--- config.mk ---
export PLATFORM = sky130hd
export DESIGN_NAME = alu_cmd_ctrl_flat
export DESIGN_NICKNAME = d
export VERILOG_FILES = /design/src/rtl/alu_cmd_ctrl_if.sv /design/src/rtl/alu_cmd_ctrl.sv /design/src/flat_wrapper.sv
export SDC_FILE = /design/constraint.sdc
export NUM_CORES = 1
export LEC_CHECK = 0
export CORE_ASPECT_RATIO = 0.9
export CORE_MARGIN = 2
export CORE_UTILIZATION = 46
export DETAILED_ROUTE_END_ITERATION = 7
export GPL_ROUTABILITY_DRIVEN = 0
export HOLD_SLACK_MARGIN = 0.1
export PLACE_DENSITY = 0.79
export SLEW_MARGIN = 20
export SYNTH_ARGS = -nofsm -noshare
export SYNTH_HDL_FRONTEND = slang
export SYNTH_SLANG_ARGS = --single-unit
--- constraint.sdc ---
create_clock -name CLK -period 2.2 [get_ports CLK]
set_input_delay 0.44 -clock CLK [delete_from_list [all_inputs] [get_ports CLK]]
set_output_delay 0.44 -clock CLK [all_outputs]
set_load 0.01 [all_outputs]
--- src/rtl/alu_cmd_ctrl_if.sv ---
// Bundles the receive-path, ALU and transmit-path signals of the command controller.
// The master modport is the controller's view; the slave modport is its surroundings.
interface alu_cmd_ctrl_if #(
    parameter int DATAWIDTH = 8,
    parameter int FUNC      = 4
);
    logic [DATAWIDTH-1:0]   RX_P_DATA;
    logic                   RX_D_VLD;
    logic [DATAWIDTH-1:0]   ALU_A;
    logic [DATAWIDTH-1:0]   ALU_B;
    logic [FUNC-1:0]        ALU_FUNC;
    logic                   ALU_EN;
    logic [2*DATAWIDTH-1:0] ALU_OUT;
    logic                   ALU_OUT_VALID;
    logic [DATAWIDTH-1:0]   TX_P_DATA;
    logic                   TX_D_VLD;
    logic                   TX_BUSY;
    logic                   CMD_ERR;

    modport master (
        input  RX_P_DATA, RX_D_VLD, ALU_OUT, ALU_OUT_VALID, TX_BUSY,
        output ALU_A, ALU_B, ALU_FUNC, ALU_EN, TX_P_DATA, TX_D_VLD, CMD_ERR
    );

    modport slave (
        output RX_P_DATA, RX_D_VLD, ALU_OUT, ALU_OUT_VALID, TX_BUSY,
        input  ALU_A, ALU_B, ALU_FUNC, ALU_EN, TX_P_DATA, TX_D_VLD, CMD_ERR
    );
endinterface

--- src/rtl/alu_cmd_ctrl.sv ---
// Parses RX command frames, fires the ALU for one cycle, waits for its result
// and streams the 2-byte result low byte first to the transmitter.
module alu_cmd_ctrl #(
    parameter int                   DATAWIDTH = 8,
    parameter int                   FUNC      = 4,
    parameter int                   TIMEOUT   = 16,
    parameter logic [DATAWIDTH-1:0] OP_AB     = 8'hCC,
    parameter logic [DATAWIDTH-1:0] OP_FN     = 8'hDD
) (
    input  logic          CLK,
    input  logic          RST,
    alu_cmd_ctrl_if.master bus
);
    localparam int CW = $clog2(TIMEOUT + 1);
    localparam logic [CW-1:0] CNT_LAST = CW'(TIMEOUT - 1);

    typedef enum logic [2:0] {
        IDLE, GET_A, GET_B, GET_FN, EXEC, WAIT_RES, TX_LO, TX_HI
    } state_t;

    state_t                 state_q, state_d;
    logic [DATAWIDTH-1:0]   a_q, b_q, tx_data_q;
    logic [FUNC-1:0]        func_q;
    logic [2*DATAWIDTH-1:0] result_q;
    logic [CW-1:0]          cnt_q;
    logic                   alu_en_q, tx_vld_q, cmd_err_q;

    logic load_a, load_b, load_fn, capture, tx_next, tx_done, err, cnt_clr, cnt_inc;

    // NOTE: the reset is synchronous, so RST only takes effect on a CLK edge.
    always_ff @(posedge CLK) begin
        if (RST) state_q <= IDLE;
        else     state_q <= state_d;
    end

    // NOTE: every output of this block gets a default first, so no latch is inferred.
    always_comb begin
        state_d = state_q;
        load_a  = 1'b0;
        load_b  = 1'b0;
        load_fn = 1'b0;
        capture = 1'b0;
        tx_next = 1'b0;
        tx_done = 1'b0;
        err     = 1'b0;
        cnt_clr = 1'b0;
        cnt_inc = 1'b0;
        unique case (state_q)
            IDLE: if (bus.RX_D_VLD) begin
                if (bus.RX_P_DATA == OP_AB)      state_d = GET_A;
                else if (bus.RX_P_DATA == OP_FN) state_d = GET_FN;
                else                             err     = 1'b1;
            end
            GET_A: if (bus.RX_D_VLD) begin
                load_a  = 1'b1;
                state_d = GET_B;
            end
            GET_B: if (bus.RX_D_VLD) begin
                load_b  = 1'b1;
                state_d = GET_FN;
            end
            GET_FN: if (bus.RX_D_VLD) begin
                load_fn = 1'b1;
                state_d = EXEC;
            end
            EXEC: begin
                cnt_clr = 1'b1;
                state_d = WAIT_RES;
            end
            WAIT_RES: begin
                if (bus.ALU_OUT_VALID) begin
                    capture = 1'b1;
                    state_d = TX_LO;
                end else if (cnt_q == CNT_LAST) begin
                    err     = 1'b1;
                    state_d = IDLE;
                end else begin
                    cnt_inc = 1'b1;
                end
            end
            TX_LO: if (!bus.TX_BUSY) begin
                tx_next = 1'b1;
                state_d = TX_HI;
            end
            TX_HI: if (!bus.TX_BUSY) begin
                tx_done = 1'b1;
                state_d = IDLE;
            end
            default: state_d = IDLE;
        endcase
    end

    // NOTE: sequential state uses non-blocking assignments so all registers update together.
    always_ff @(posedge CLK) begin
        if (RST) begin
            a_q       <= '0;
            b_q       <= '0;
            func_q    <= '0;
            alu_en_q  <= 1'b0;
            cmd_err_q <= 1'b0;
            cnt_q     <= '0;
            result_q  <= '0;
            tx_data_q <= '0;
            tx_vld_q  <= 1'b0;
        end else begin
            // ALU_EN is high exactly for the EXEC cycle that follows the FUNC byte.
            alu_en_q  <= load_fn;
            cmd_err_q <= err;
            if (load_a)  a_q    <= bus.RX_P_DATA;
            if (load_b)  b_q    <= bus.RX_P_DATA;
            if (load_fn) func_q <= bus.RX_P_DATA[FUNC-1:0];

            if (cnt_clr)      cnt_q <= '0;
            else if (cnt_inc) cnt_q <= cnt_q + 1'b1;

            if (capture) begin
                result_q  <= bus.ALU_OUT;
                tx_data_q <= bus.ALU_OUT[DATAWIDTH-1:0];
                tx_vld_q  <= 1'b1;
            end else if (tx_next) begin
                tx_data_q <= result_q[2*DATAWIDTH-1:DATAWIDTH];
            end else if (tx_done) begin
                tx_vld_q  <= 1'b0;
            end
        end
    end

    assign bus.ALU_A     = a_q;
    assign bus.ALU_B     = b_q;
    assign bus.ALU_FUNC  = func_q;
    assign bus.ALU_EN    = alu_en_q;
    assign bus.TX_P_DATA = tx_data_q;
    assign bus.TX_D_VLD  = tx_vld_q;
    assign bus.CMD_ERR   = cmd_err_q;
endmodule

--- src/flat_wrapper.sv ---
// flat-port wrapper written by rule: the top's interface ports become plain ports
module alu_cmd_ctrl_flat 
#(
    parameter int                   DATAWIDTH = 8,
    parameter int                   FUNC      = 4,
    parameter int                   TIMEOUT   = 16,
    parameter logic [DATAWIDTH-1:0] OP_AB     = 8'hCC,
    parameter logic [DATAWIDTH-1:0] OP_FN     = 8'hDD
)
  (CLK, RST, bus_RX_P_DATA, bus_RX_D_VLD, bus_ALU_OUT, bus_ALU_OUT_VALID, bus_TX_BUSY, bus_ALU_A, bus_ALU_B, bus_ALU_FUNC, bus_ALU_EN, bus_TX_P_DATA, bus_TX_D_VLD, bus_CMD_ERR);
  alu_cmd_ctrl_if #(.DATAWIDTH(DATAWIDTH), .FUNC(FUNC)) bus_i ();
  input  logic CLK;
  input  logic RST;
  input wire logic [$bits(bus_i.RX_P_DATA)-1:0] bus_RX_P_DATA;
  input wire logic [$bits(bus_i.RX_D_VLD)-1:0] bus_RX_D_VLD;
  input wire logic [$bits(bus_i.ALU_OUT)-1:0] bus_ALU_OUT;
  input wire logic [$bits(bus_i.ALU_OUT_VALID)-1:0] bus_ALU_OUT_VALID;
  input wire logic [$bits(bus_i.TX_BUSY)-1:0] bus_TX_BUSY;
  output wire logic [$bits(bus_i.ALU_A)-1:0] bus_ALU_A;
  output wire logic [$bits(bus_i.ALU_B)-1:0] bus_ALU_B;
  output wire logic [$bits(bus_i.ALU_FUNC)-1:0] bus_ALU_FUNC;
  output wire logic [$bits(bus_i.ALU_EN)-1:0] bus_ALU_EN;
  output wire logic [$bits(bus_i.TX_P_DATA)-1:0] bus_TX_P_DATA;
  output wire logic [$bits(bus_i.TX_D_VLD)-1:0] bus_TX_D_VLD;
  output wire logic [$bits(bus_i.CMD_ERR)-1:0] bus_CMD_ERR;
  assign bus_i.RX_P_DATA = bus_RX_P_DATA;
  assign bus_i.RX_D_VLD = bus_RX_D_VLD;
  assign bus_i.ALU_OUT = bus_ALU_OUT;
  assign bus_i.ALU_OUT_VALID = bus_ALU_OUT_VALID;
  assign bus_i.TX_BUSY = bus_TX_BUSY;
  assign bus_ALU_A = bus_i.ALU_A;
  assign bus_ALU_B = bus_i.ALU_B;
  assign bus_ALU_FUNC = bus_i.ALU_FUNC;
  assign bus_ALU_EN = bus_i.ALU_EN;
  assign bus_TX_P_DATA = bus_i.TX_P_DATA;
  assign bus_TX_D_VLD = bus_i.TX_D_VLD;
  assign bus_CMD_ERR = bus_i.CMD_ERR;
  alu_cmd_ctrl #(.DATAWIDTH(DATAWIDTH), .FUNC(FUNC), .TIMEOUT(TIMEOUT), .OP_AB(OP_AB), .OP_FN(OP_FN)) u_core (.CLK(CLK), .RST(RST), .bus(bus_i));
endmodule
==> results.txt, run 1 <==
* Number of clock sinks: 47
- Across the routed clock network, the largest skew measured is approximately 4.3 ps.
- Once layout is done, the placed cells without fillers occupy between 2000 and 3000 sq um.
* Non-filler instance count after layout: about 340
- Initial Utilization: 0.4767
- Via count normalized by instance count: ~5.0
- Aggregate negative setup slack: 0 ps
- Share of layout cells above drive strength 1: 0.1107
- Cell chain of the critical path: clkdlybuf4s50_1, nor4bb_1, buf_4, nand4_1, a211oi_2, mux2_1
- The H-tree was split into 2 levels.
- For the worst-skew pair, the clock arrives at the later sink with an insertion delay of between 300 and 400 ps.
- Worst supply voltage drop on vdd: between 0.0004 and 0.0005 V
- In this design, the largest share of critical-path delay is due to buffers and inverters.
- Gates resized during post-CTS repair numbered 0.
* Synthesis warning total: 0
- Status: finished, final reports clean
* Max Fanout on Critical Path: 2
* Vias in the first global route: around 1600
- #FFs+latches synth: 47
- Clock tree from TritonCTS: yes
* Count of hold buffers inserted by post-cts repair: 0
* Final period util: 0.9130
- CTS root buf: clkbuf_8
- Number of instances on the worst hold path: 2
* Power density cells: around 670 nW/um^2
- Die area: about 4800 sq um
* Reg-to-reg slack, setup: roughly 400 ps
- Number of search-and-repair iterations in the first detailed-routing pass: 4
* Worst min-delay path class: flop to flop
- For this run the aggregate overflow at the end of global routing stands at 0.
- Antenna Nets Post-Route: 0
- The worst hold path terminates at u_core.bus.ALU_B[5]$_SDFFE_PP0P_.
- Final number of max-transition violations: 0
- Number of enable flip-flop cells after synthesis: 0
- Leaving out fill and tap cells, the most frequent cells in the layout are 59 x clkdlybuf4s50_1, 48 x nand2_1, 47 x dfxtp_1, 27 x nor2_1, 18 x a21oi_1.
* Leakage power total: between 0.9 and 1 nW
* Measured slew at the worst slew-check pin: 486.3 ps
- Most frequently used flop master after synthesis: dfxtp_1
- Measured along the x axis, the die boundary spans approximately 72 microns.
* Routed WL per cell: ~13 microns
* Worst R2R Path Depth: 6
- The library cell used most frequently in the layout, excluding fill and tap cells, is clkdlybuf4s50_1.
* Number of setup buffers added after CTS: 0
- Detailed placement finished with a half-perimeter wire length of around 3.2 mm.
* Final hold viol count: 0
- Number of different library cells in the post-synthesis netlist: 39
- Number of buffers added on ports: slightly below 60
* Height of the die: about 66 microns
* Maximum operating frequency: 497.9 MHz
- Cell count after placement: 329
- The worst pin sits at a relative slew slack of 0.6748.
- In this run the cell area measured after placement is 2663 sq um.
- Synthesis produced a netlist with a net count of roughly 250.
- Cell type of the slowest stage on the worst timing path: clkdlybuf4s50_1
- Number of buffers created by CTS: 5
- Sequential-to-total area share from yosys stat: 0.4845
- The smallest clock period supported by the final layout is computed as ~2000 ps.
- Clock transition at the registers of the reported paths: approximately 90 ps
- Across every metal layer, demand over resource in global routing totals 0.1917.
- WP data required: 2400 ps
- The routed design has roughly 4.4 mm of wire.
- Fin util: 0.6870
* Area of the core: just over 4000 sq um
* Number of nets in the layout: 319
- The initialized floorplan defines 22 standard-cell rows.
* Final number of setup-violating endpoints: 0
- Largest net degree at the start of global routing: 22
- For this run, asynchronously set or reset flops after synthesis account for 0.
- Initial drt markers: 59
- The mapped netlist covers between 1500 and 2000 sq um.
- Area overhead of the layout relative to synthesis: 44.14%
- The number of antenna violations at the first check in global routing is 0.
* Startpoint of the lowest-slack register-to-register path: u_core.cnt_q[0]$_SDFFE_PP0P_
- In this run the deepest clock path goes through 2 buffers.
- Origin of the worst min-delay path: u_core.bus.ALU_B[5]$_SDFFE_PP0P_
- Instance count of the mapped netlist: between 200 and 250
- The critical path contains buffers and inverters numbering 2 combined.
- Path type of the worst setup path: input pin to flop
* Routed vias: 1700
- Max cap viols: 0
- Final routed DRC violation total: 0
- Setup repair after global routing left no endpoint under its margin.
- Worst reg2reg endpoint: u_core.state_q[0]$_SDFFE_PP0P_
* Max incr delay on CP: between 400 and 500 ps
- Capturing element type of the critical path: flop
* Type of origin of the critical path: input pin
- For this design the top-level I/O count stands at 60.
- First-pass GRT wire length: just over 7 mm
- Antenna cells: 0
* Average footprint of a synthesized cell: slightly below 9 sq um
* Arrival time reported for the critical path endpoint: roughly 2200 ps
* Tot Pwr: roughly 1.9 mW
-- sequential cells by signal, indices dropped and copies added (netlist names) --
signal	flops
u_core.bus.ALU_EN	1
u_core.result_q	8
u_core.state_q	3
u_core.bus.TX_D_VLD	1
u_core.bus.ALU_A	8
u_core.bus.ALU_FUNC	4
u_core.bus.CMD_ERR	1
u_core.bus.TX_P_DATA	8
u_core.bus.ALU_B	8
u_core.cnt_q	5
-- logic make-up (layout without fill, tap and decap cells) --
kind of cell,Yosys count,count (layout),share of synthesized area
AND/OR/NAND/NOR,100,100,0.2371
flip-flops,47,47,0.4845
AO/OA/AOI/OAI,35,35,0.1314
buffers and inverters,17,86,0.03802
multiplexers,15,15,0.07796
XOR/XNOR,4,4,0.01804
adder cells (fa/ha/maj),2,2,0.01288
-- layer usage --
metal / part of all wire / vias up / track usage
met1: 0.47 / 767 / 0.2388
met5: 0 / - / 0
met2: 0.46 / 46 / 0.3119
met4: 0.011 / 0 / 0.08333
li1: - / 882 / -
met3: 0.066 / 5 / 0.05061
-- cells in the mapped netlist (3+ instances only) --
cell	number	area, sq um
clkbuf_1	11	41.29
nor2_2	3	18.77
inv_1	3	11.26
nor2_1	27	101.4
dfxtp_1	47	940.9
a21oi_1	18	90.09
nand3b_1	3	22.52
a311oi_1	7	61.31
mux2i_1	14	140.1
xnor2_1	3	26.28
nand2_1	48	180.2
-- through the flow --
step           hold WS, ps  worst slack, ps
6_report             457.9            191.5
5_1_grt              479.3            74.92
4_1_cts              463.0            204.4
3_5_place_dp         449.6           -129.7
3_3_place_gp         443.7           -74.01
2_1_floorplan        439.8            437.4
-- worst max path at each step --
| stage | from | endpoint | slack [ps] | cells past startpoint |
|---|---|---|---|---|
| floorplan | u_core.cnt_q[0]$_SDFFE_PP0P_ | u_core.state_q[0]$_SDFFE_PP0P_ | 440 | 6 |
| global placement | bus_RX_P_DATA[3] | u_core.state_q[0]$_SDFFE_PP0P_ | -70 | 6 |
| detailed placement | bus_RX_P_DATA[3] | u_core.state_q[0]$_SDFFE_PP0P_ | -130 | 6 |
| CTS | bus_RX_P_DATA[3] | u_core.state_q[0]$_SDFFE_PP0P_ | 200 | 6 |
| global route | bus_RX_P_DATA[3] | u_core.state_q[0]$_SDFFE_PP0P_ | 70 | 6 |
| finish | bus_RX_P_DATA[3] | u_core.state_q[0]$_SDFFE_PP0P_ | 190 | 6 |
-- report_power, final --
part	total (mW)	internal [mW]	leakage [nW]	switching (mW)
Sequential	0.907	0.873	0.379	0.0338
Clock	0.749	0.453	0.0644	0.296
Combinational	0.232	0.136	0.555	0.0966
-- worst min-delay path, stage by stage, from the launching register on --
cell and delay [ps]:
dfxtp_1 320, nand2_1 50, a21oi_1 50
-- layout make-up --
class                      count  area (sq um)
clock buffer                   5         68.82
timing repair buffer          75         723.2
inverter                       3         11.26
sequential                    47         940.9
fill                         338          1275
multi-input combinational    156         927.1
tap                           48         60.06
clock inverter                 3         67.56
(Power assumes the default switching activity.)
==> run 2: changes to the inputs <==
--- a/config.mk
+++ b/config.mk
@@ -8,6 +8,7 @@
 export CORE_ASPECT_RATIO = 0.9
 export CORE_MARGIN = 2
 export CORE_UTILIZATION = 46
+export CTS_CLUSTER_DIAMETER = 60
 export DETAILED_ROUTE_END_ITERATION = 7
 export GPL_ROUTABILITY_DRIVEN = 0
 export HOLD_SLACK_MARGIN = 0.1
==> results of run 2 <==
Final layout, timing and power as in run 1 (identical DEF).
==> run 3: changes to the inputs <==
--- a/config.mk
+++ b/config.mk
@@ -13,7 +13,6 @@
 export GPL_ROUTABILITY_DRIVEN = 0
 export HOLD_SLACK_MARGIN = 0.1
 export PLACE_DENSITY = 0.79
-export SLEW_MARGIN = 20
 export SYNTH_ARGS = -nofsm -noshare
 export SYNTH_HDL_FRONTEND = slang
 export SYNTH_SLANG_ARGS = --single-unit
==> results of run 3 <==
Final layout, timing and power as in run 1 (identical DEF).
